[src/rtl/kmer_isect_pkg.sv]
// Shared types and constants for the sorted-stream intersection engine.
package kmer_isect_pkg;

    // Engine control states.
    typedef enum logic [2:0] {
        IDLE     = 3'd0,
        PREP     = 3'd1,
        FILL     = 3'd2,
        CMP      = 3'd3,
        EMIT     = 3'd4,
        DRAIN    = 3'd5,
        STEP_END = 3'd6,
        DONE     = 3'd7
    } state_e;

    // Merge modes: emit A∩B matches, or emit keys present only in A.
    localparam logic MODE_ISECT   = 1'b0;
    localparam logic MODE_AMINUSB = 1'b1;

endpackage

[src/rtl/kmer_isect_engine_head.sv]
// One-entry head register for a sorted input stream. Holds the current beat,
// its valid flag and its last marker; popping a last beat marks the stream
// exhausted for the rest of the pass.
module stream_head_reg #(
    parameter int DW = 64
) (
    input  logic          clk,
    input  logic          rst,
    input  logic          clr,
    input  logic          load,
    input  logic [DW-1:0] din,
    input  logic          din_last,
    input  logic          pop,
    output logic          hv,
    output logic [DW-1:0] dout,
    output logic          ex
);

    logic          hv_r;
    logic [DW-1:0] data_r;
    logic          last_r;
    logic          ex_r;

    // Head storage: load on accepted beat, clear on pop, flag exhaustion on last pop.
    always_ff @(posedge clk) begin
        if (rst || clr) begin
            hv_r   <= 1'b0;
            data_r <= '0;
            last_r <= 1'b0;
            ex_r   <= 1'b0;
        end else if (pop) begin
            hv_r <= 1'b0;
            if (last_r) begin
                ex_r <= 1'b1;
            end
        end else if (load) begin
            hv_r   <= 1'b1;
            data_r <= din;
            last_r <= din_last;
        end
    end

    assign hv   = hv_r;
    assign dout = data_r;
    assign ex   = ex_r;

endmodule

[src/rtl/kmer_isect_engine.sv]
// Sorted-stream merge engine: compares a sorted key stream A against a sorted
// key/ID stream B over NUM_STEPS passes, emitting A∩B matches (mode 0) or
// A-only keys (mode 1), with per-pass advance and completion strobes.
module kmer_isect_engine
    import kmer_isect_pkg::*;
#(
    parameter int  KEY_W     = 64,
    parameter int  ID_W      = 32,
    parameter int  NUM_STEPS = 3,
    parameter int  CNT_W     = 32,
    localparam int STEP_W    = (NUM_STEPS > 1) ? $clog2(NUM_STEPS) : 1
) (
    input  logic              clk,
    input  logic              rst,
    input  logic              start,
    input  logic              mode,
    output logic              busy,
    output logic              done,
    input  logic              a_valid,
    output logic              a_ready,
    input  logic [KEY_W-1:0]  a_key,
    input  logic              a_last,
    input  logic              b_valid,
    output logic              b_ready,
    input  logic [KEY_W-1:0]  b_key,
    input  logic [ID_W-1:0]   b_id,
    input  logic              b_last,
    output logic              m_valid,
    input  logic              m_ready,
    output logic [KEY_W-1:0]  m_key,
    output logic [ID_W-1:0]   m_id,
    output logic [STEP_W-1:0] step_idx,
    output logic              step_adv,
    output logic [CNT_W-1:0]  match_cnt
);

    state_e              state_r;
    logic                mode_r;
    logic                busy_r;
    logic                done_r;
    logic                step_adv_r;
    logic                m_valid_r;
    logic [KEY_W-1:0]    m_key_r;
    logic [ID_W-1:0]     m_id_r;
    logic                em_pop_b_r;
    logic [STEP_W-1:0]   step_idx_r;
    logic [CNT_W-1:0]    match_cnt_r;

    state_e              state_n_s;
    logic                a_ready_s;
    logic                b_ready_s;
    logic                pop_a_s;
    logic                pop_b_s;
    logic                clr_s;
    logic                a_hv_n_s;
    logic                b_hv_n_s;
    logic [KEY_W-1:0]    em_key_s;
    logic [ID_W-1:0]     em_id_s;
    logic                em_pop_b_s;
    logic                last_step_s;

    logic                a_hv_s;
    logic [KEY_W-1:0]    a_head_key_s;
    logic                ex_a_s;
    logic                b_hv_s;
    logic [KEY_W+ID_W-1:0] b_head_s;
    logic [KEY_W-1:0]    b_head_key_s;
    logic [ID_W-1:0]     b_head_id_s;
    logic                ex_b_s;
    logic [KEY_W-1:0]    a_cur_key_s;

    stream_head_reg #(.DW(KEY_W)) u_head_a (
        .clk      (clk),
        .rst      (rst),
        .clr      (clr_s),
        .load     (a_valid & a_ready_s),
        .din      (a_key),
        .din_last (a_last),
        .pop      (pop_a_s),
        .hv       (a_hv_s),
        .dout     (a_head_key_s),
        .ex       (ex_a_s)
    );

    stream_head_reg #(.DW(KEY_W + ID_W)) u_head_b (
        .clk      (clk),
        .rst      (rst),
        .clr      (clr_s),
        .load     (b_valid & b_ready_s),
        .din      ({b_key, b_id}),
        .din_last (b_last),
        .pop      (pop_b_s),
        .hv       (b_hv_s),
        .dout     (b_head_s),
        .ex       (ex_b_s)
    );

    assign b_head_key_s = b_head_s[KEY_W+ID_W-1:ID_W];
    assign b_head_id_s  = b_head_s[ID_W-1:0];
    // A beat accepted in this FILL cycle is not in the head yet; forward it.
    assign a_cur_key_s  = a_hv_s ? a_head_key_s : a_key;
    assign last_step_s  = (step_idx_r == STEP_W'(NUM_STEPS - 1));

    // Next-state, handshake readies, head pops and the result to capture on entering EMIT.
    always_comb begin
        state_n_s  = state_r;
        a_ready_s  = 1'b0;
        b_ready_s  = 1'b0;
        pop_a_s    = 1'b0;
        pop_b_s    = 1'b0;
        clr_s      = 1'b0;
        a_hv_n_s   = a_hv_s;
        b_hv_n_s   = b_hv_s;
        em_key_s   = a_head_key_s;
        em_id_s    = '0;
        em_pop_b_s = 1'b0;
        case (state_r)
            IDLE: begin
                if (start) begin
                    state_n_s = PREP;
                end else begin
                    state_n_s = IDLE;
                end
            end
            PREP: begin
                clr_s     = 1'b1;
                state_n_s = FILL;
            end
            FILL: begin
                a_ready_s = !a_hv_s && !ex_a_s;
                b_ready_s = !b_hv_s && !ex_b_s;
                // Count a beat accepted this cycle so FILL+CMP costs two cycles.
                a_hv_n_s  = a_hv_s || (a_valid && a_ready_s);
                b_hv_n_s  = b_hv_s || (b_valid && b_ready_s);
                if ((mode_r == MODE_ISECT && (ex_a_s || ex_b_s)) ||
                    (mode_r == MODE_AMINUSB && ex_a_s)) begin
                    state_n_s = DRAIN;
                end else if (mode_r == MODE_AMINUSB && ex_b_s && a_hv_n_s) begin
                    state_n_s = EMIT;
                    em_key_s  = a_cur_key_s;
                end else if (a_hv_n_s && b_hv_n_s) begin
                    state_n_s = CMP;
                end else begin
                    state_n_s = FILL;
                end
            end
            CMP: begin
                if (a_head_key_s == b_head_key_s) begin
                    if (mode_r == MODE_ISECT) begin
                        state_n_s  = EMIT;
                        em_id_s    = b_head_id_s;
                        em_pop_b_s = 1'b1;
                    end else begin
                        pop_a_s   = 1'b1;
                        pop_b_s   = 1'b1;
                        state_n_s = FILL;
                    end
                end else if (a_head_key_s < b_head_key_s) begin
                    if (mode_r == MODE_ISECT) begin
                        pop_a_s   = 1'b1;
                        state_n_s = FILL;
                    end else begin
                        state_n_s = EMIT;
                    end
                end else begin
                    pop_b_s   = 1'b1;
                    state_n_s = FILL;
                end
            end
            EMIT: begin
                if (m_ready) begin
                    pop_a_s   = 1'b1;
                    pop_b_s   = em_pop_b_r;
                    state_n_s = FILL;
                end else begin
                    state_n_s = EMIT;
                end
            end
            DRAIN: begin
                // Discard whatever is still in the heads until both last beats are gone.
                a_ready_s = !a_hv_s && !ex_a_s;
                b_ready_s = !b_hv_s && !ex_b_s;
                pop_a_s   = a_hv_s;
                pop_b_s   = b_hv_s;
                if (ex_a_s && ex_b_s) begin
                    state_n_s = STEP_END;
                end else begin
                    state_n_s = DRAIN;
                end
            end
            STEP_END: begin
                if (last_step_s) begin
                    state_n_s = DONE;
                end else begin
                    clr_s     = 1'b1;
                    state_n_s = FILL;
                end
            end
            DONE: begin
                state_n_s = IDLE;
            end
            default: begin
                state_n_s = IDLE;
            end
        endcase
    end

    // Control state, registered strobes, result register and counters.
    always_ff @(posedge clk) begin
        if (rst) begin
            state_r     <= IDLE;
            mode_r      <= MODE_ISECT;
            busy_r      <= 1'b0;
            done_r      <= 1'b0;
            step_adv_r  <= 1'b0;
            m_valid_r   <= 1'b0;
            m_key_r     <= '0;
            m_id_r      <= '0;
            em_pop_b_r  <= 1'b0;
            step_idx_r  <= '0;
            match_cnt_r <= '0;
        end else begin
            state_r    <= state_n_s;
            busy_r     <= (state_n_s != IDLE);
            done_r     <= (state_n_s == DONE);
            step_adv_r <= (state_n_s == STEP_END);
            if (state_r == IDLE && start) begin
                mode_r <= mode;
            end
            if (state_r == PREP) begin
                step_idx_r  <= '0;
                match_cnt_r <= '0;
            end
            if (state_r == STEP_END && !last_step_s) begin
                step_idx_r <= step_idx_r + STEP_W'(1);
            end
            if (state_n_s == EMIT && state_r != EMIT) begin
                m_valid_r  <= 1'b1;
                m_key_r    <= em_key_s;
                m_id_r     <= em_id_s;
                em_pop_b_r <= em_pop_b_s;
            end else if (state_r == EMIT && m_ready) begin
                m_valid_r   <= 1'b0;
                match_cnt_r <= match_cnt_r + CNT_W'(1);
            end
        end
    end

    assign busy      = busy_r;
    assign done      = done_r;
    assign step_adv  = step_adv_r;
    assign a_ready   = a_ready_s;
    assign b_ready   = b_ready_s;
    assign m_valid   = m_valid_r;
    assign m_key     = m_key_r;
    assign m_id      = m_id_r;
    assign step_idx  = step_idx_r;
    assign match_cnt = match_cnt_r;

endmodule

[config.mk]
export PLATFORM = sky130hd
export DESIGN_NAME = kmer_isect_engine
export DESIGN_NICKNAME = d
export VERILOG_FILES = /design/src/rtl/kmer_isect_pkg.sv /design/src/rtl/kmer_isect_engine_head.sv /design/src/rtl/kmer_isect_engine.sv
export SDC_FILE = /design/constraint.sdc
export NUM_CORES = 1
export LEC_CHECK = 0
export ABC_AREA = 0
export BUFFER_PORTS_ARGS = -buffer_cell sky130_fd_sc_hd__buf_2
export CORE_MARGIN = 2
export CORE_UTILIZATION = 55
export DETAILED_ROUTE_END_ITERATION = 10
export PLACE_DENSITY = 0.85
export SETUP_SLACK_MARGIN = 0.3
export SYNTH_ARGS = -nofsm -noshare
export SYNTH_HDL_FRONTEND = slang
export SYNTH_SLANG_ARGS = --single-unit
[constraint.sdc]
create_clock -name clk -period 7.25 [get_ports clk]
set_input_delay 0.3625 -clock clk [delete_from_list [all_inputs] [get_ports clk]]
set_output_delay 0.3625 -clock clk [all_outputs]
set_load 0.005 [all_outputs]
==> impl_metrics.toml <==
[run_status]
run_status = "complete, no violations"

[cts]
clk_latency_ns = 0.51
cts.hold.buffers_added = 0
post_cts_buffers = 0
clkSlewWorstSetupHoldPaths_ns = 0.06
root_buffer = "clkbuf_16"
cts_tree = "yes"
cts_sinks = 305
ctsResizeCount = 0
h-tree-depth = 2
numCtsBuffers = 34
clockBufferDepth = 3

[sta]
tightest_slew_ns = 1.14
setup_violations = 0
period_minus_slack_ns = 4.25
final_max_slew_viol_count = 0
rsz0062_at_grt = "no"
max_freq_mhz = 235
tns_ns = 0
hold_viol = 0
period_share = 0.587
fin_skew_ns = 0.0196
slew_headroom = 0.238

[worst_setup_path]
crit_path_start_kind = "flop"
cp-end-kind = "flop"
reg2reg_slack_ns = 3.00
timing.critical_path.buf_inv = 1
crit_chain = "inv_1 > ha_1 > nand4_1 > nor4_2 > nand3_1 > or3_1 > nand2_1 > a21o_4 > and2_4 > a211oi_2"
path_delay_family = "simple AND/OR/NAND/NOR gates"
cp_max_fo = 68
slowest_delay_ns = 1.04
cpMaxStageDelayCell = "and2_4"
crit_arrival_ns = 4.58
path_class = "reg2reg"
worst-path-stages = 10
ff2ff_path_depth = 10
cp_data_required_time_ns = 7.58

[floorplan]
die_width_um = 162
die_area_um2 = 26100
io_pins = 305
rows = 57
initial_core_util = 0.560
core_um2 = 24400
fp.dieH_um = 162

[logic_synthesis]
synth.cell_area_um2 = 13700
syn_nets = 1837
synth_largest_area_cell = "dfxtp_1"
synth-seq-cells = 305
ys.flop_type = "dfxtp_1"
synth_enable_flop_cells = 0
yosysTopAreaCellShare = 0.447
yosysUniqueCellTypes = 52
yosys-top-cells-area = "dfxtp_1, nand2_1, a21oi_1"
avgSynthCellArea_um2 = 8.53
yosysWarningCount = 0
yosysSeqAreaShare = 0.447
postSynth.asyncResetShare = 0
syn_inst = 1602

[pwr]
ir_drop_uv = 155
p_leak_nw = 6.25
p_total_mw = 3.90
powerDensity_nw_per_um2 = 238

[global_routing]
antenna_found_initial = 3
grt_max_degree = 99
track_usage = 0.280
grt_use_met3 = 0.0560
top_usage_layer = "met2"
overflow = 0
grt_use_met1 = 0.342
grt_pass1_wl_mm = 59.6
grt_util_met2 = 0.484
grt_pass1_vias = 12000

[detailed_routing]
drtIter0Drc = 1147
postRouteAntennaNets = 0
totalWireLength_mm = 38.4
vias_per_cell = 5.73
vias = 12600
drt_pass1_iterations = 6
drc = 0
wire_per_inst_um = 17.5

[placement]
place.port_buffers = 304
dp.cells = 2132
dp_hpwl_mm = 25.5
routabilityCongestion = 0.866

[cells_and_area]
areaGrowthSynthToFinish_pct = 19.8
drive_gt1_frac = 0.241
final_util = 0.671
nNetsFinal = 2079
instances_no_fill = 2197

[hold_path]
holdPathStages = 3
hp-class = "in2reg"

[job]
drv_cap = 0
logic make-up (layout without fill, tap and decap cells):
group	after synthesis	in the layout	synth area share
simple gates	547	547	0.173
mux	71	71	0.0523
other cells	0	4	0
compound gates	433	433	0.212
flops	305	305	0.447
fa+ha+maj	66	66	0.0604
buf+inv	180	447	0.0560
routing by layer:
metal,vias up,share of wire
met2,523,0.48
li1,6024,-
met3,99,0.081
met4,4,0.037
met1,5944,0.40
met5,-,0.00065
layout by cell type (no fill, tap or decap), types with 4 or more instances in the layout:
master | synthesis | final
nor3_1 | 10 | 10
dfxtp_1 | 305 | 305
clkbuf_8 | 0 | 6
mux2i_1 | 68 | 68
ha_1 | 66 | 66
buf_2 | 15 | 303
a21o_1 | 6 | 6
o21ai_0 | 13 | 13
nor2_1 | 52 | 51
a211oi_2 | 60 | 60
a21oi_1 | 275 | 275
buf_4 | 3 | 10
diode_2 | 0 | 4
a22o_1 | 32 | 32
nand2_1 | 369 | 368
and3_1 | 9 | 9
a221oi_1 | 5 | 5
or2_2 | 8 | 8
inv_1 | 73 | 73
clkbuf_1 | 75 | 7
nand3_1 | 40 | 40
clkbuf_16 | 0 | 37
clkinv_2 | 0 | 5
o211ai_1 | 5 | 5
nand4_1 | 17 | 17
a211oi_1 | 7 | 7
nor4_1 | 5 | 4
nor3b_1 | 5 | 5
nand2b_1 | 11 | 11
and4_1 | 4 | 4
o21a_1 | 11 | 11
cell type report:
cell class / instances / area [um^2]
multi-input cells: 1117 / 6840
clock buffers: 50 / 1030
well taps: 324 / 405
clock inverters: 11 / 116
fillers: 1966 / 8020
flip-flops and latches: 305 / 6110
diodes: 4 / 10.0
inverters: 73 / 274
repair buffers: 313 / 1590
tightest hold or removal path: cells and delay by family:
family	cells	cell delay, ns
buffers and inverters	1	0.10
AO/OA/AOI/OAI	1	0.05
AND/OR/NAND/NOR	1	0.05
flip-flops by register name, summed over array words and instances (netlist names), 2 cells and up:
| name | flops |
|---|---|
| m_id | 32 |
| u_head_b.dout | 96 |
| match_cnt | 32 |
| u_head_a.dout | 64 |
| m_key | 64 |
| step_idx | 2 |
| state_r | 3 |
through the flow:
stage / hold WS, ns / setup WS (ns) / area [um^2]
2_1_floorplan: 0.426 / 4.72 / 13700
3_3_place_gp: 0.437 / 3.26 / 15200
3_5_place_dp: 0.444 / 3.06 / 15200
5_1_grt: 0.0962 / 2.78 / 16400
6_report: 0.0934 / 3.00 / 16400
4_1_cts: 0.0822 / 3.03 / 16400
final timing paths:
kind / startpoint / endpoint
hold / removal: b_key[20] / u_head_b.dout[52]
setup / recovery: u_head_b.dout[94] / m_key[43]
hold reg to reg: u_head_b.dout[12] / u_head_b.dout[12]
setup reg to reg: u_head_b.dout[94] / m_key[43]
synthesized netlist by cell type, types with 3 or more instances:
master    instances
nor4_1            5
mux2i_1          68
a21oi_1         275
nor3_1           10
nor2b_1           3
nand4_1          17
buf_4             3
buf_1             6
a221oi_1          5
a211oi_2         60
a31oi_1           3
ha_1             66
a22o_1           32
nor3b_1           5
a211oi_1          7
nor2_1           52
or3_1             4
dfxtp_1         305
and3_1            9
nand2b_1         11
buf_2            15
and4_1            4
o21ai_0          13
o211ai_1          5
inv_1            73
nand2_1         369
nand3_1          40
or2_2             8
o21a_1           11
buf_6             8
and2_1            3
a21boi_0          3
mux2_2            3
clkbuf_1         75
a21o_1            6
power by group:
| part | leakage, nW | switching (mW) | internal, mW |
|---|---|---|---|
| Clock | 0.560 | 0.687 | 1.06 |
| Sequential | 2.46 | 0.0289 | 1.71 |
| Combinational | 3.23 | 0.269 | 0.140 |
| Total | 6.25 | 0.985 | 2.92 |
Note: power is estimated with default switching activity, not from simulation.
